[config.mk]
export PLATFORM = sky130hd
export DESIGN_NAME = weight_stream_loader
export DESIGN_NICKNAME = d
export VERILOG_FILES = /design/src/rtl/weight_stream_loader.sv
export SDC_FILE = /design/constraint.sdc
export NUM_CORES = 1
export LEC_CHECK = 0
export ABC_AREA = 1
export CELL_PAD_IN_SITES_DETAIL_PLACEMENT = 1
export CELL_PAD_IN_SITES_GLOBAL_PLACEMENT = 1
export CORE_MARGIN = 5
export CORE_UTILIZATION = 35
export CTS_BUF_LIST = sky130_fd_sc_hd__clkbuf_2
export DETAILED_ROUTE_END_ITERATION = 10
export PLACE_DENSITY_LB_ADDON = 0.1
export SYNTH_ARGS = -nofsm -noshare
export SYNTH_HDL_FRONTEND = slang
export SYNTH_SLANG_ARGS = --single-unit
[constraint.sdc]
create_clock -name clk -period 5.6 [get_ports clk]
set_clock_uncertainty 0.2 [all_clocks]
set_input_delay 1.4 -clock clk [delete_from_list [all_inputs] [get_ports clk]]
set_output_delay 1.4 -clock clk [all_outputs]
set_load 0.02 [all_outputs]
[src/rtl/weight_stream_loader.sv]
// rtl/weight_stream_loader.sv - BRAM-to-stream weight fetcher with credit-gated prefetch FIFO and lane packer
// Optional checksum output enabled by defining WSL_CHECKSUM_EN.
module weight_stream_loader #(
    parameter int W          = 8,
    parameter int LANES      = 4,
    parameter int ADDR_WIDTH = 15,
    parameter int CNT_WIDTH  = 16,
    parameter int RD_LAT     = 2,
    parameter int FIFO_DEPTH = 8
) (
    input  logic                  clk,
    input  logic                  rst_n,
    input  logic                  start,
    input  logic [ADDR_WIDTH-1:0] base_addr,
    input  logic [CNT_WIDTH-1:0]  num_weights,
    output logic                  busy,
    output logic                  done,
    output logic                  bram_en,
    output logic [ADDR_WIDTH-1:0] bram_addr,
    input  logic [W-1:0]          bram_dout,
    output logic                  m_valid,
    input  logic                  m_ready,
    output logic [LANES*W-1:0]    m_data,
    output logic                  m_last
`ifdef WSL_CHECKSUM_EN
    ,
    output logic [15:0]           checksum
`endif
);
    localparam int CW  = CNT_WIDTH + 1;
    localparam int PW  = $clog2(FIFO_DEPTH);
    localparam int FCW = PW + 1;
    localparam int LW  = (LANES > 1) ? $clog2(LANES) : 1;

    typedef enum logic [1:0] {S_IDLE, S_FETCH, S_DRAIN, S_DONE} state_t;

    state_t                state_q, state_d;
    logic [ADDR_WIDTH-1:0] base_q, base_d;
    logic [CW-1:0]         num_q, num_d, issued_q, issued_d, popped_q, popped_d;
    logic [RD_LAT-1:0]     rd_vld_q, rd_vld_d;
    logic [FCW-1:0]        infl_q, infl_d, fcnt_q, fcnt_d;
    logic [PW-1:0]         wptr_q, wptr_d, rptr_q, rptr_d;
    logic [W-1:0]          mem_q [FIFO_DEPTH];
    logic [W-1:0]          mem_d [FIFO_DEPTH];
    logic [LANES*W-1:0]    acc_q, acc_d, out_q, out_d, beat;
    logic [LW-1:0]         lane_q, lane_d;
    logic                  full_q, full_d, alast_q, alast_d;
    logic                  mv_q, mv_d, ml_q, ml_d;
    logic                  issue, push, pop, out_free, fin, complete;
`ifdef WSL_CHECKSUM_EN
    logic [15:0]           csum_q, csum_d;
`endif

    // A read may only issue if its word is guaranteed a FIFO slot on return
    assign issue    = (state_q == S_FETCH) && (issued_q < num_q)
                      && ((int'(fcnt_q) + int'(infl_q)) < FIFO_DEPTH);
    assign push     = rd_vld_q[RD_LAT-1];
    assign pop      = (fcnt_q != '0) && !full_q;
    assign out_free = !mv_q || m_ready;

    always_comb begin
        state_d  = state_q;
        base_d   = base_q;
        num_d    = num_q;
        issued_d = issued_q;
        popped_d = popped_q;
        rd_vld_d = '0;
        mem_d    = mem_q;
        wptr_d   = wptr_q;
        rptr_d   = rptr_q;
        acc_d    = acc_q;
        lane_d   = lane_q;
        full_d   = full_q;
        alast_d  = alast_q;
        mv_d     = mv_q && !m_ready;
        out_d    = out_q;
        ml_d     = ml_q;
        beat     = acc_q;
        fin      = 1'b0;
        complete = 1'b0;
`ifdef WSL_CHECKSUM_EN
        csum_d   = csum_q;
`endif

        case (state_q)
            S_IDLE: begin
                if (start) begin
                    base_d   = base_addr;
                    num_d    = CW'(num_weights);
                    issued_d = '0;
                    popped_d = '0;
`ifdef WSL_CHECKSUM_EN
                    csum_d   = '0;
`endif
                    state_d  = (num_weights == '0) ? S_DONE : S_FETCH;
                end
            end
            S_FETCH: if (issue && (issued_q + CW'(1) == num_q)) state_d = S_DRAIN;
            S_DRAIN: if (mv_q && m_ready && ml_q) state_d = S_DONE;
            default: state_d = S_IDLE;
        endcase

        if (issue) issued_d = issued_q + CW'(1);
        rd_vld_d[0] = issue;
        for (int i = 1; i < RD_LAT; i++) rd_vld_d[i] = rd_vld_q[i-1];
        infl_d = infl_q + FCW'(issue) - FCW'(push);
        fcnt_d = fcnt_q + FCW'(push) - FCW'(pop);

        if (push) begin
            mem_d[wptr_q] = bram_dout;
            wptr_d        = wptr_q + PW'(1);
        end

        // A completed beat parked in acc_q moves out first; popping resumes once it has left
        if (full_q && out_free) begin
            mv_d   = 1'b1;
            out_d  = acc_q;
            ml_d   = alast_q;
            full_d = 1'b0;
            acc_d  = '0;
            lane_d = '0;
        end

        if (pop) begin
            rptr_d = rptr_q + PW'(1);
            popped_d = popped_q + CW'(1);
            beat[lane_q*W +: W] = mem_q[rptr_q];
            fin      = (popped_q + CW'(1) == num_q);
            complete = fin || (int'(lane_q) == LANES - 1);
`ifdef WSL_CHECKSUM_EN
            csum_d   = csum_q + 16'(mem_q[rptr_q]);
`endif
            if (!complete) begin
                acc_d  = beat;
                lane_d = lane_q + LW'(1);
            end else if (out_free) begin
                mv_d   = 1'b1;
                out_d  = beat;
                ml_d   = fin;
                acc_d  = '0;
                lane_d = '0;
            end else begin
                acc_d   = beat;
                full_d  = 1'b1;
                alast_d = fin;
                lane_d  = '0;
            end
        end
    end

    always_ff @(posedge clk or negedge rst_n) begin
        if (!rst_n) begin
            state_q  <= S_IDLE;
            base_q   <= '0;
            num_q    <= '0;
            issued_q <= '0;
            popped_q <= '0;
            rd_vld_q <= '0;
            infl_q   <= '0;
            fcnt_q   <= '0;
            wptr_q   <= '0;
            rptr_q   <= '0;
            mem_q    <= '{default: '0};
            acc_q    <= '0;
            lane_q   <= '0;
            full_q   <= 1'b0;
            alast_q  <= 1'b0;
            mv_q     <= 1'b0;
            out_q    <= '0;
            ml_q     <= 1'b0;
`ifdef WSL_CHECKSUM_EN
            csum_q   <= '0;
`endif
        end else begin
            state_q  <= state_d;
            base_q   <= base_d;
            num_q    <= num_d;
            issued_q <= issued_d;
            popped_q <= popped_d;
            rd_vld_q <= rd_vld_d;
            infl_q   <= infl_d;
            fcnt_q   <= fcnt_d;
            wptr_q   <= wptr_d;
            rptr_q   <= rptr_d;
            mem_q    <= mem_d;
            acc_q    <= acc_d;
            lane_q   <= lane_d;
            full_q   <= full_d;
            alast_q  <= alast_d;
            mv_q     <= mv_d;
            out_q    <= out_d;
            ml_q     <= ml_d;
`ifdef WSL_CHECKSUM_EN
            csum_q   <= csum_d;
`endif
        end
    end

    assign busy      = (state_q == S_FETCH) || (state_q == S_DRAIN);
    assign done      = (state_q == S_DONE);
    assign bram_en   = issue;
    assign bram_addr = issue ? (base_q + ADDR_WIDTH'(issued_q)) : '0;
    assign m_valid   = mv_q;
    assign m_data    = out_q;
    assign m_last    = ml_q;
`ifdef WSL_CHECKSUM_EN
    assign checksum  = csum_q;
`endif
endmodule
==> impl_metrics.py, run 1 <==
metrics = {
    "global_route": {
        "grt_pass1_wl_um": 67500,
        "grt_antenna_before_repair": 1,
        "grt_max_degree": 109,
        "overflow": 0,
        "track_usage_pct": 20.2,
        "first_global_vias": 12700,
    },
    "cts": {
        "post_cts_buffers": 0,
        "cts_buffer_depth": 3,
        "htreeDepth": 3,
        "cts_sinks": 217,
        "cts_buffers": 68,
        "cts_root_buffer": "clkbuf_2",
        "tritoncts": "done",
        "clk_latency_ps": 910,
        "clkTransAtPathRegs_ps": 90,
    },
    "setup_path": {
        "r2r_cells": 12,
        "cp_data_arrival_time_ps": 3690,
        "cp-end-kind": "output port",
        "crit_path_max_fanout": 9,
        "r2r_end": "acc_q[2]$_DFFE_PN0P_",
        "cp_slowest_cell": "clkdlybuf4s50_1",
        "r2r_start": "popped_q[0]$_DFFE_PN0P_",
        "crit_chain": "ha_1 -> a21oi_1 -> nand2_1 -> a31oi_1 -> o21ai_0 -> a21oi_1 -> o21ai_0 -> nand2_1 -> nand2_1 -> nor2_1 -> clkdlybuf4s50_1",
        "slowest_delay_ps": 610,
        "crit_path_start_kind": "register",
        "worstSetupPathType": "register to output port",
        "rrSetupSlack_ps": 1960,
        "critPathTopFamily": "compound AO/OA/AOI/OAI gates",
        "path_buf_inv": 1,
        "path_common_cell": "nand2_1",
        "crit_required_ps": 4000,
        "crit_start": "issued_q[2]$_DFFE_PN0P_",
    },
    "run_status": {
        "status": "complete, no violations",
    },
    "yosys": {
        "netlist.area_leader.share_pct": 42.8,
        "yosysSeqAreaShare_pct": 42.8,
        "syn_inst": 1731,
        "synth_area_per_cell_um2": 7.33,
        "synth_most_common_cell": "nand2_1",
        "yosys.area.top_type": "dfrtp_1",
        "synthesis.nets": 1833,
        "ys_warn_count": 0,
        "synth_top_cells_by_area": "dfrtp_1, nand2_1, o21ai_0",
        "async_flop_share_pct": 100,
        "ys_types": 42,
        "synth_edf_count": 0,
        "synth_flop_cell": "dfrtp_1",
        "syn_area_um2": 12700,
        "ys_ff_latch": 217,
        "ys_top_cells_by_count": "nand2_1, dfrtp_1, inv_1, o21ai_0, nor2_1",
    },
    "timing": {
        "final-setup-viol-count": 0,
        "rsz0062_at_grt": "no",
        "finalSetupTns_ps": 0,
        "worstMarginPinSlew_ps": 1040,
        "hold_viol_final": 0,
        "maxSlewHeadroom_pct": 30.3,
        "setup_slack_ps": 315,
        "fin_crit_ps": 5290,
        "period_share_pct": 94.4,
        "finalMaxSlewViolations": 0,
        "fmax_ghz": 0.189,
    },
    "floorplanning": {
        "fp.dieH_um": 200,
        "initial_utilization_pct": 35.6,
        "rows": 69,
        "io_pins": 95,
        "core-area_um2": 35700,
        "die_x_um": 200,
        "die-area_um2": 40200,
    },
    "route": {
        "vias": 11900,
        "wirelength_um": 40200,
        "drc": 0,
        "antenna_left": 0,
        "wl_per_cell_um": 17.2,
        "vias_per_cell": 5.09,
        "drt-pass1-iter-count": 5,
        "drtIter0Drc": 614,
    },
    "power": {
        "p_sw_share_pct": 47.7,
        "p_leak_nw": 7.08,
        "cellPowerDensity_nw_per_um2": 527,
        "switching_power_w": 0.00366,
        "pwr-share-comb_pct": 48.9,
        "p_int_w": 0.00401,
        "power.clock.fraction_pct": 16.6,
        "ir_drop_uv": 165,
        "seq_power_share_pct": 34.6,
    },
    "placement": {
        "hpwl_um": 28400,
        "io_buffers": 94,
        "gp_congestion": 0.836,
        "place_ws_ps": 1100,
        "dpl-instance-area_um2": 14000,
        "dp_cells": 2232,
    },
    "layout": {
        "drive_gt1_share_pct": 6.93,
        "final_cells": 2338,
        "fillerInstances": 4524,
        "finalNetCount": 1943,
        "finish.instance_area_um2": 14600,
        "utilization_pct": 40.9,
        "area_delta_synth_final_pct": 14.8,
    },
    "flow_run": {
        "maxCapViolations": 0,
    },
    "hold_path": {
        "hold_start": "rd_vld_q[0]$_DFF_PN0_",
        "hold_depth": 0,
        "hold_class": "register to register",
        "min_to": "rd_vld_q[1]$_DFF_PN0_",
    },
}
-- registers in the layout, indices dropped and copies added, names as in the netlist, 2 cells and up --
| signal | cells |
|---|---|
| num_q | 16 |
| base_q | 15 |
| popped_q | 17 |
| mem_q | 64 |
| wptr_q | 3 |
| issued_q | 17 |
| fcnt_q | 4 |
| rd_vld_q | 2 |
| infl_q | 4 |
| lane_q | 2 |
| m_data | 32 |
| rptr_q | 3 |
| acc_q | 32 |
| state_q | 2 |
-- routing by layer --
| layer | GRT usage (%) | routed length [µm] |
|---|---|---|
| met1 | 29.2 | 20000 |
| met5 | 0 | 0 |
| met3 | 4.01 | 1810 |
| met4 | 5.73 | 738 |
| met2 | 30.8 | 17700 |
-- logic make-up after synthesis --
kind of cell             synth area share [%]
AO/OA/AOI/OAI                            13.9
XOR/XNOR                                 1.31
adder cells (fa/ha/maj)                  5.99
buffers and inverters                    8.88
flip-flops                               42.8
AND/OR/NAND/NOR                          27.1
-- per-stage QoR --
step / hold slack, ps / power (W)
floorplan: 131 / 0.00517
global placement: 134 / 0.00634
detailed placement: 136 / 0.00646
CTS: 158 / 0.00780
global route: 180 / 0.00846
finish: 155 / 0.00767
-- repair_timing --
action / 4_1_cts / 5_1_grt
endpoints found under the setup margin: 0 / 2
resized for setup: 0 / 2
hold buffers: 0 / 0
-- area by class of cell --
cell class / instances / area [µm²] / share of cell area, %
Sequential cell: 217 / 5430 / 37.3
Timing Repair Buffer: 109 / 1060 / 7.28
Tap cell: 461 / 577 / 3.96
Clock buffer: 92 / 460 / 3.16
Inverter: 207 / 777 / 5.33
Clock inverter: 13 / 115 / 0.790
Antenna cell: 1 / 2.50 / 0.0172
Multi-Input combinational cell: 1238 / 6150 / 42.2
-- power groups by stage --
stage / Sequential (W) / Combinational, W / Clock [W]
floorplan: 0.00262 / 0.00255 / 0
global placement: 0.00265 / 0.00368 / 0
detailed placement: 0.00269 / 0.00377 / 0
CTS: 0.00266 / 0.00380 / 0.00134
global route: 0.00274 / 0.00430 / 0.00142
finish: 0.00265 / 0.00375 / 0.00127
-- worst max path at each step --
stage / endpoint / slack, ps / cells after the start
2_1_floorplan: bram_addr[8] / 1800 / 9
3_3_place_gp: bram_addr[12] / 1250 / 15
3_5_place_dp: bram_addr[12] / 1100 / 15
4_1_cts: bram_addr[12] / 80 / 15
5_1_grt: bram_addr[14] / 6 / 13
6_report: bram_addr[11] / 310 / 11
-- placed cells by master, fill, tap and decap left out, types with 3 or more instances in the layout --
master             n
nand2_1          507
dfrtp_1          216
inv_1            206
o21ai_0          201
nor2_1           156
nand3_1          118
clkbuf_2          92
clkdlybuf4s50_1   92
ha_1              56
o22ai_1           49
a21oi_1           30
nand4_1           24
buf_4             15
o21ai_1           12
o211ai_1          11
xor2_1            10
xnor2_1            9
nor3_1             9
a22oi_1            9
clkinv_1           8
o21a_1             5
nand3_2            3
nand2_2            3
nor4_1             3
fa_1               3
Note: power is estimated with default switching activity, not from simulation.
==> run 2: changes to the inputs <==
--- a/config.mk
+++ b/config.mk
@@ -13,6 +13,7 @@
 export CTS_BUF_LIST = sky130_fd_sc_hd__clkbuf_2
 export DETAILED_ROUTE_END_ITERATION = 10
 export PLACE_DENSITY_LB_ADDON = 0.1
+export SLEW_MARGIN = 25
 export SYNTH_ARGS = -nofsm -noshare
 export SYNTH_HDL_FRONTEND = slang
 export SYNTH_SLANG_ARGS = --single-unit
==> run 2 against run 1 <==
  * Critical path depth is the same
  * Non-clock buffer count is the same
  * Design area is essentially flat
  * Global-route usage is the same
  * Wire length is essentially flat
  * Largest cell class unchanged
==> impl_metrics.py, run 2 (synthesized netlist as in run 1, its figures left out) <==
metrics = {
    "run_status": {
        "status": "complete, no violations",
    },
    "global_route": {
        "grt_pass1_wl_um": 67500,
        "first_global_vias": 12700,
        "grt_max_degree": 109,
        "track_usage_pct": 20.2,
        "grt_antenna_before_repair": 1,
        "overflow": 0,
    },
    "layout": {
        "drive_gt1_share_pct": 6.98,
        "multi_input_comb_area_um2": 6150,
        "mostFrequentLayoutCells": "nand2_1, dfrtp_1, inv_1, o21ai_0, nor2_1",
        "fillerInstances": 4524,
        "finish.instance_area_um2": 14600,
        "top_register": "mem_q",
        "largest_reg_flops": 64,
        "finalNetCount": 1943,
        "final_cells": 2338,
        "area_delta_synth_final_pct": 14.8,
        "mostFrequentLayoutCell": "nand2_1",
        "seq_area_um2": 5430,
    },
    "setup_path": {
        "path_common_cell": "nand2_1",
        "crit_path_start_kind": "register",
        "rrSetupSlack_ps": 1960,
        "crit_path_max_fanout": 9,
        "worstSetupPathType": "register to output port",
        "slowest_delay_ps": 610,
        "crit_chain": "ha_1 -> a21oi_1 -> nand2_1 -> a31oi_1 -> o21ai_0 -> a21oi_1 -> o21ai_0 -> nand2_1 -> nand2_1 -> nor2_1 -> clkdlybuf4s50_1",
        "cp-end-kind": "output port",
        "r2r_start": "popped_q[0]$_DFFE_PN0P_",
        "r2r_end": "acc_q[2]$_DFFE_PN0P_",
        "crit_required_ps": 4000,
        "cp_slowest_cell": "clkdlybuf4s50_1",
        "r2r_cells": 12,
        "cp_data_arrival_time_ps": 3690,
    },
    "timing": {
        "maxSlewHeadroom_pct": 38.8,
        "finalMaxSlewViolations": 0,
        "finalSetupTns_ps": 0,
        "hold_viol_final": 0,
        "final-setup-viol-count": 0,
        "worstMarginPinSlew_ps": 919,
        "whs_ps": 155,
        "fmax_ghz": 0.189,
        "period_share_pct": 94.4,
        "fin_crit_ps": 5290,
        "rsz0062_at_grt": "no",
    },
    "floorplanning": {
        "core-area_um2": 35700,
        "initial_utilization_pct": 35.6,
        "die_x_um": 200,
        "fp.dieH_um": 200,
        "io_pins": 95,
        "rows": 69,
        "die-area_um2": 40200,
    },
    "power": {
        "cellPowerDensity_nw_per_um2": 527,
        "seq_power_share_pct": 34.6,
        "switching_power_w": 0.00366,
        "p_int_w": 0.00402,
        "pwr-share-comb_pct": 48.9,
        "p_sw_share_pct": 47.7,
        "p_leak_nw": 7.08,
        "power.clock.fraction_pct": 16.6,
        "ir_drop_uv": 165,
    },
    "placement": {
        "dp_cells": 2232,
        "hpwl_um": 28400,
        "gp_congestion": 0.836,
        "dpl-instance-area_um2": 14000,
        "io_buffers": 94,
    },
    "hold_path": {
        "hold_depth": 0,
        "hold_class": "register to register",
        "hold_start": "rd_vld_q[0]$_DFF_PN0_",
        "min_to": "rd_vld_q[1]$_DFF_PN0_",
    },
    "route": {
        "vias_per_cell": 5.08,
        "drc": 0,
        "vias": 11900,
        "wirelength_um": 40200,
        "drt-pass1-iter-count": 5,
        "antenna_left": 0,
        "drtIter0Drc": 644,
        "wl_per_cell_um": 17.2,
    },
    "cts": {
        "cts_sinks": 217,
        "htreeDepth": 3,
        "clk_latency_ps": 910,
        "post_cts_buffers": 0,
        "cts_buffer_depth": 3,
        "clkTransAtPathRegs_ps": 90,
        "cts_root_buffer": "clkbuf_2",
        "cts_buffers": 68,
        "tritoncts": "done",
    },
    "flow_run": {
        "maxCapViolations": 0,
    },
}
run 2: cell counts in the layout (fill, tap and decap cells not counted):
No cell type changed its count.
run 2: cell type report:
type                            count  area share, %
Clock inverter                     13          0.790
Antenna cell                        1         0.0172
Sequential cell                   217           37.3
Tap cell                          461           3.96
Multi-Input combinational cell   1238           42.2
Timing Repair Buffer              109           7.28
Clock buffer                       92           3.16
Inverter                          207           5.33
run 2: power by group through the flow:
stage,Sequential (W),Clock (W),Combinational (W)
2_1_floorplan,0.00262,0,0.00255
3_3_place_gp,0.00265,0,0.00368
3_5_place_dp,0.00269,0,0.00377
4_1_cts,0.00266,0.00134,0.00380
5_1_grt,0.00274,0.00142,0.00430
6_report,0.00265,0.00127,0.00375
run 2: critical path, delay by kind of cell, from the launching register on:
family / cells / cell delay (ps)
AO/OA/AOI/OAI: 5 / 1050
adder cells (fa/ha/maj): 1 / 350
buffers and inverters: 1 / 610
flip-flops: 1 / 490
AND/OR/NAND/NOR: 4 / 320
run 2: metal layers:
metal	track usage, %	vias to the layer above	share of wire, %
li1	-	5867	-
met1	29.2	5707	50
met2	30.8	251	44
met3	4.01	61	4.6
met4	5.73	0	1.9
met5	0	-	0
run 2: repair_timing:
action | CTS | global route
setup endpoints to repair | 0 | 2
resized for setup | 0 | 2
hold buffers | 0 | 0
run 2: worst max-delay path by stage:
| stage | to | startpoint |
|---|---|---|
| finish | bram_addr[11] | issued_q[2]$_DFFE_PN0P_ |
| global route | bram_addr[14] | issued_q[0]$_DFFE_PN0P_ |
| CTS | bram_addr[12] | issued_q[0]$_DFFE_PN0P_ |
| detailed placement | bram_addr[12] | issued_q[0]$_DFFE_PN0P_ |
| global placement | bram_addr[12] | issued_q[0]$_DFFE_PN0P_ |
| floorplan | bram_addr[8] | infl_q[1]$_DFF_PN0_ |
run 2: through the flow:
stage | utilization [%] | power, W | setup WS [ps]
6_report | 40.9 | 0.00768 | 313
3_3_place_gp | 39.2 | 0.00634 | 1250
5_1_grt | 40.9 | 0.00846 | 6.46
3_5_place_dp | 39.2 | 0.00646 | 1100
2_1_floorplan | - | 0.00517 | 1800
4_1_cts | 40.8 | 0.00780 | 79.4
==> variant (settings of run 2) <==
Encoding of `state_t`: now Gray code (2 bits for 4 states).
--- a/src/rtl/weight_stream_loader.sv
+++ b/src/rtl/weight_stream_loader.sv
@@ -32,7 +32,7 @@
     localparam int FCW = PW + 1;
     localparam int LW  = (LANES > 1) ? $clog2(LANES) : 1;
 
-    typedef enum logic [1:0] {S_IDLE, S_FETCH, S_DRAIN, S_DONE} state_t;
+    typedef enum logic [1:0] {S_IDLE = 2'b00, S_FETCH = 2'b01, S_DRAIN = 2'b11, S_DONE = 2'b10} state_t;
 
     state_t                state_q, state_d;
     logic [ADDR_WIDTH-1:0] base_q, base_d;
Formal check against the unedited RTL: no difference found for any inputs over 4 cycles, from zero or initial values and one cycle with rst_n low; so few cycles prove little.
==> variant against run 2 <==
  * Count of clock-buffer cells in the layout rose by 7
  * Total power rose by 2.1%
  * Final area fell by 1.6%
  * Critical path type unchanged
  * Critical path depth rose by 2
  * Highest routed layer unchanged
  * Sequential cell count did not move
  * Routed wire length fell by 1.8%
  * Critical endpoint is now bram_en
  * Area after synthesis fell by 2.4%
  * Non-clock buffer count rose by 4
  * Cell count fell by 2.0%
  * Global-route usage barely moved
  * Worst setup slack got worse by 0.014 ns
  * Clock power fell by 6%
  * Sequential power rose by 2%
  * Register-to-register slack got worse by 0.18 ns
==> variant: results (changes against run 2) <==
{
  "outcome": "finished clean",
  "p_leak": {"value": 7.13, "unit": "nW", "change": "+0.65%"},
  "synth_seq_area_share": {"value": 0.438, "change": "+0.0107"},
  "synth_area_leaders": "sky130_fd_sc_hd__dfrtp_1 44%, sky130_fd_sc_hd__nand2_1 14%, sky130_fd_sc_hd__o21ai_0 8.2%",
  "grt_pass1_wl": {"value": 64600, "unit": "um", "change": "-4.3%"},
  "via_count_of_the_first_global_routing_pass": {"value": 12200, "change": "-4.2%"},
  "worstPathMaxFanout": {"value": 6, "change": "-3"},
  "timing.critical_path.to": "bram_en",
  "share_clk_of_total_power": {"value": 0.153, "change": "-0.013"},
  "cts_made_buffers": {"value": 61, "change": "-10%"},
  "use_met2": {"value": 0.316, "change": "+0.00740"},
  "timing.rr.end": "acc_q[1]",
  "drt-met1-wl": {"value": 19900, "unit": "um", "change": "-0.41%"},
  "routed_wirelength": {"value": 39500, "unit": "um", "change": "-1.8%"},
  "crit_path_max_incr_delay": {"value": 0.53, "unit": "ns", "change": "-0.08 ns"},
  "vias_per_cell": {"value": 5.04, "change": "-0.90%"},
  "groute.layer.met3.usage": {"value": 0.0328, "change": "-0.00722"},
  "num-nets-final": {"value": 1883, "change": "-3.1%"},
  "critical_path.startpoint": "num_q[7]",
  "global_route.usage.total": {"value": 0.202, "change": "+0.000226"},
  "worst-slew-pin-transition": {"value": 1.02, "unit": "ns", "change": "+0.105 ns"},
  "grt.met1_usage": {"value": 0.294, "change": "+0.00219"},
  "comb_power_share": {"value": 0.505, "change": "+0.016"},
  "power_report.internal_total": {"value": 4.05, "unit": "mW", "change": "+0.92%"},
  "worst_setup_hold_path_clk_slew": {"value": 0.11, "unit": "ns", "change": "+0.02 ns"},
  "synth_commonest_cells": "474 x sky130_fd_sc_hd__nand2_1, 217 x sky130_fd_sc_hd__dfrtp_1, 204 x sky130_fd_sc_hd__o21ai_0",
  "worstPathArrival": {"value": 3.70, "unit": "ns", "change": "about the same"},
  "drt_iter0_markers": {"value": 508, "change": "-21%"},
  "post-place-ws": {"value": 1.05, "unit": "ns", "change": "-0.0538 ns"},
  "gp_congestion": {"value": 0.816, "change": "-2.4%"},
  "reg2reg_slack": {"value": 1.78, "unit": "ns", "change": "-0.18 ns"},
  "achievable-frequency": {"value": 0.189, "unit": "GHz", "change": "-0.26%"},
  "crit_path_leading_delay_family": "buffers and inverters",
  "net_count_after_synthesis": {"value": 1775, "change": "-3.2%"},
  "worst_r2r_path_depth": {"value": 17, "change": "+5"},
  "cts_htree_levels": {"value": 2, "change": "-1"},
  "synth_cell_types": {"value": 38, "change": "-9.5%"},
  "wl_met2": {"value": 17500, "unit": "um", "change": "-0.61%"},
  "largest_net_degree_at_the_start_of_global_routing": {"value": 113, "change": "+3.7%"},
  "clock_latency": {"value": 0.96, "unit": "ns", "change": "+0.05 ns"},
  "routed-wl-met3": {"value": 1410, "unit": "um", "change": "-24%"},
  "detailedPlacementHpwl": {"value": 28000, "unit": "um", "change": "-1.2%"},
  "placement.cell_area": {"value": 13700, "unit": "um^2", "change": "-1.8%"}
}
==> variant: kinds of logic (layout without fill, tap and decap cells) <==
group	Yosys count	after routing	share of synthesized area
simple gates	783	783	0.258
compound gates	327	327	0.144
buf+inv	272	431	0.0857
flops	217	217	0.438
fa+ha+maj	55	55	0.0574
xor+xnor	23	23	0.0163
other cells	0	1	0
==> variant: repair_timing <==
action,CTS,global route
setup buffers,0,2
cloned,0,1
pin swaps,0,0
resized for setup,1,8
setup endpoints to repair,5,7
==> variant: area by class of cell <==
type                       instances  area, um^2
antenna                            1        2.50
timing repair inverter             1        5.00
sequential                       217        5430
fill                            4435       20400
timing repair buffer             113        1110
clock inverter                    15        65.1
clock buffer                      99         495
tap                              455         569
inverter                         203         766
multi-input combinational       1188        5900
==> variant: through the flow <==
step	power, mW	instances	hold slack [ns]
CTS	7.94	2288	0.180
global route	8.61	2292	0.188
floorplan	5.24	1677	0.131
detailed placement	6.68	2174	0.158
finish	7.84	2292	0.171
global placement	6.57	2174	0.155
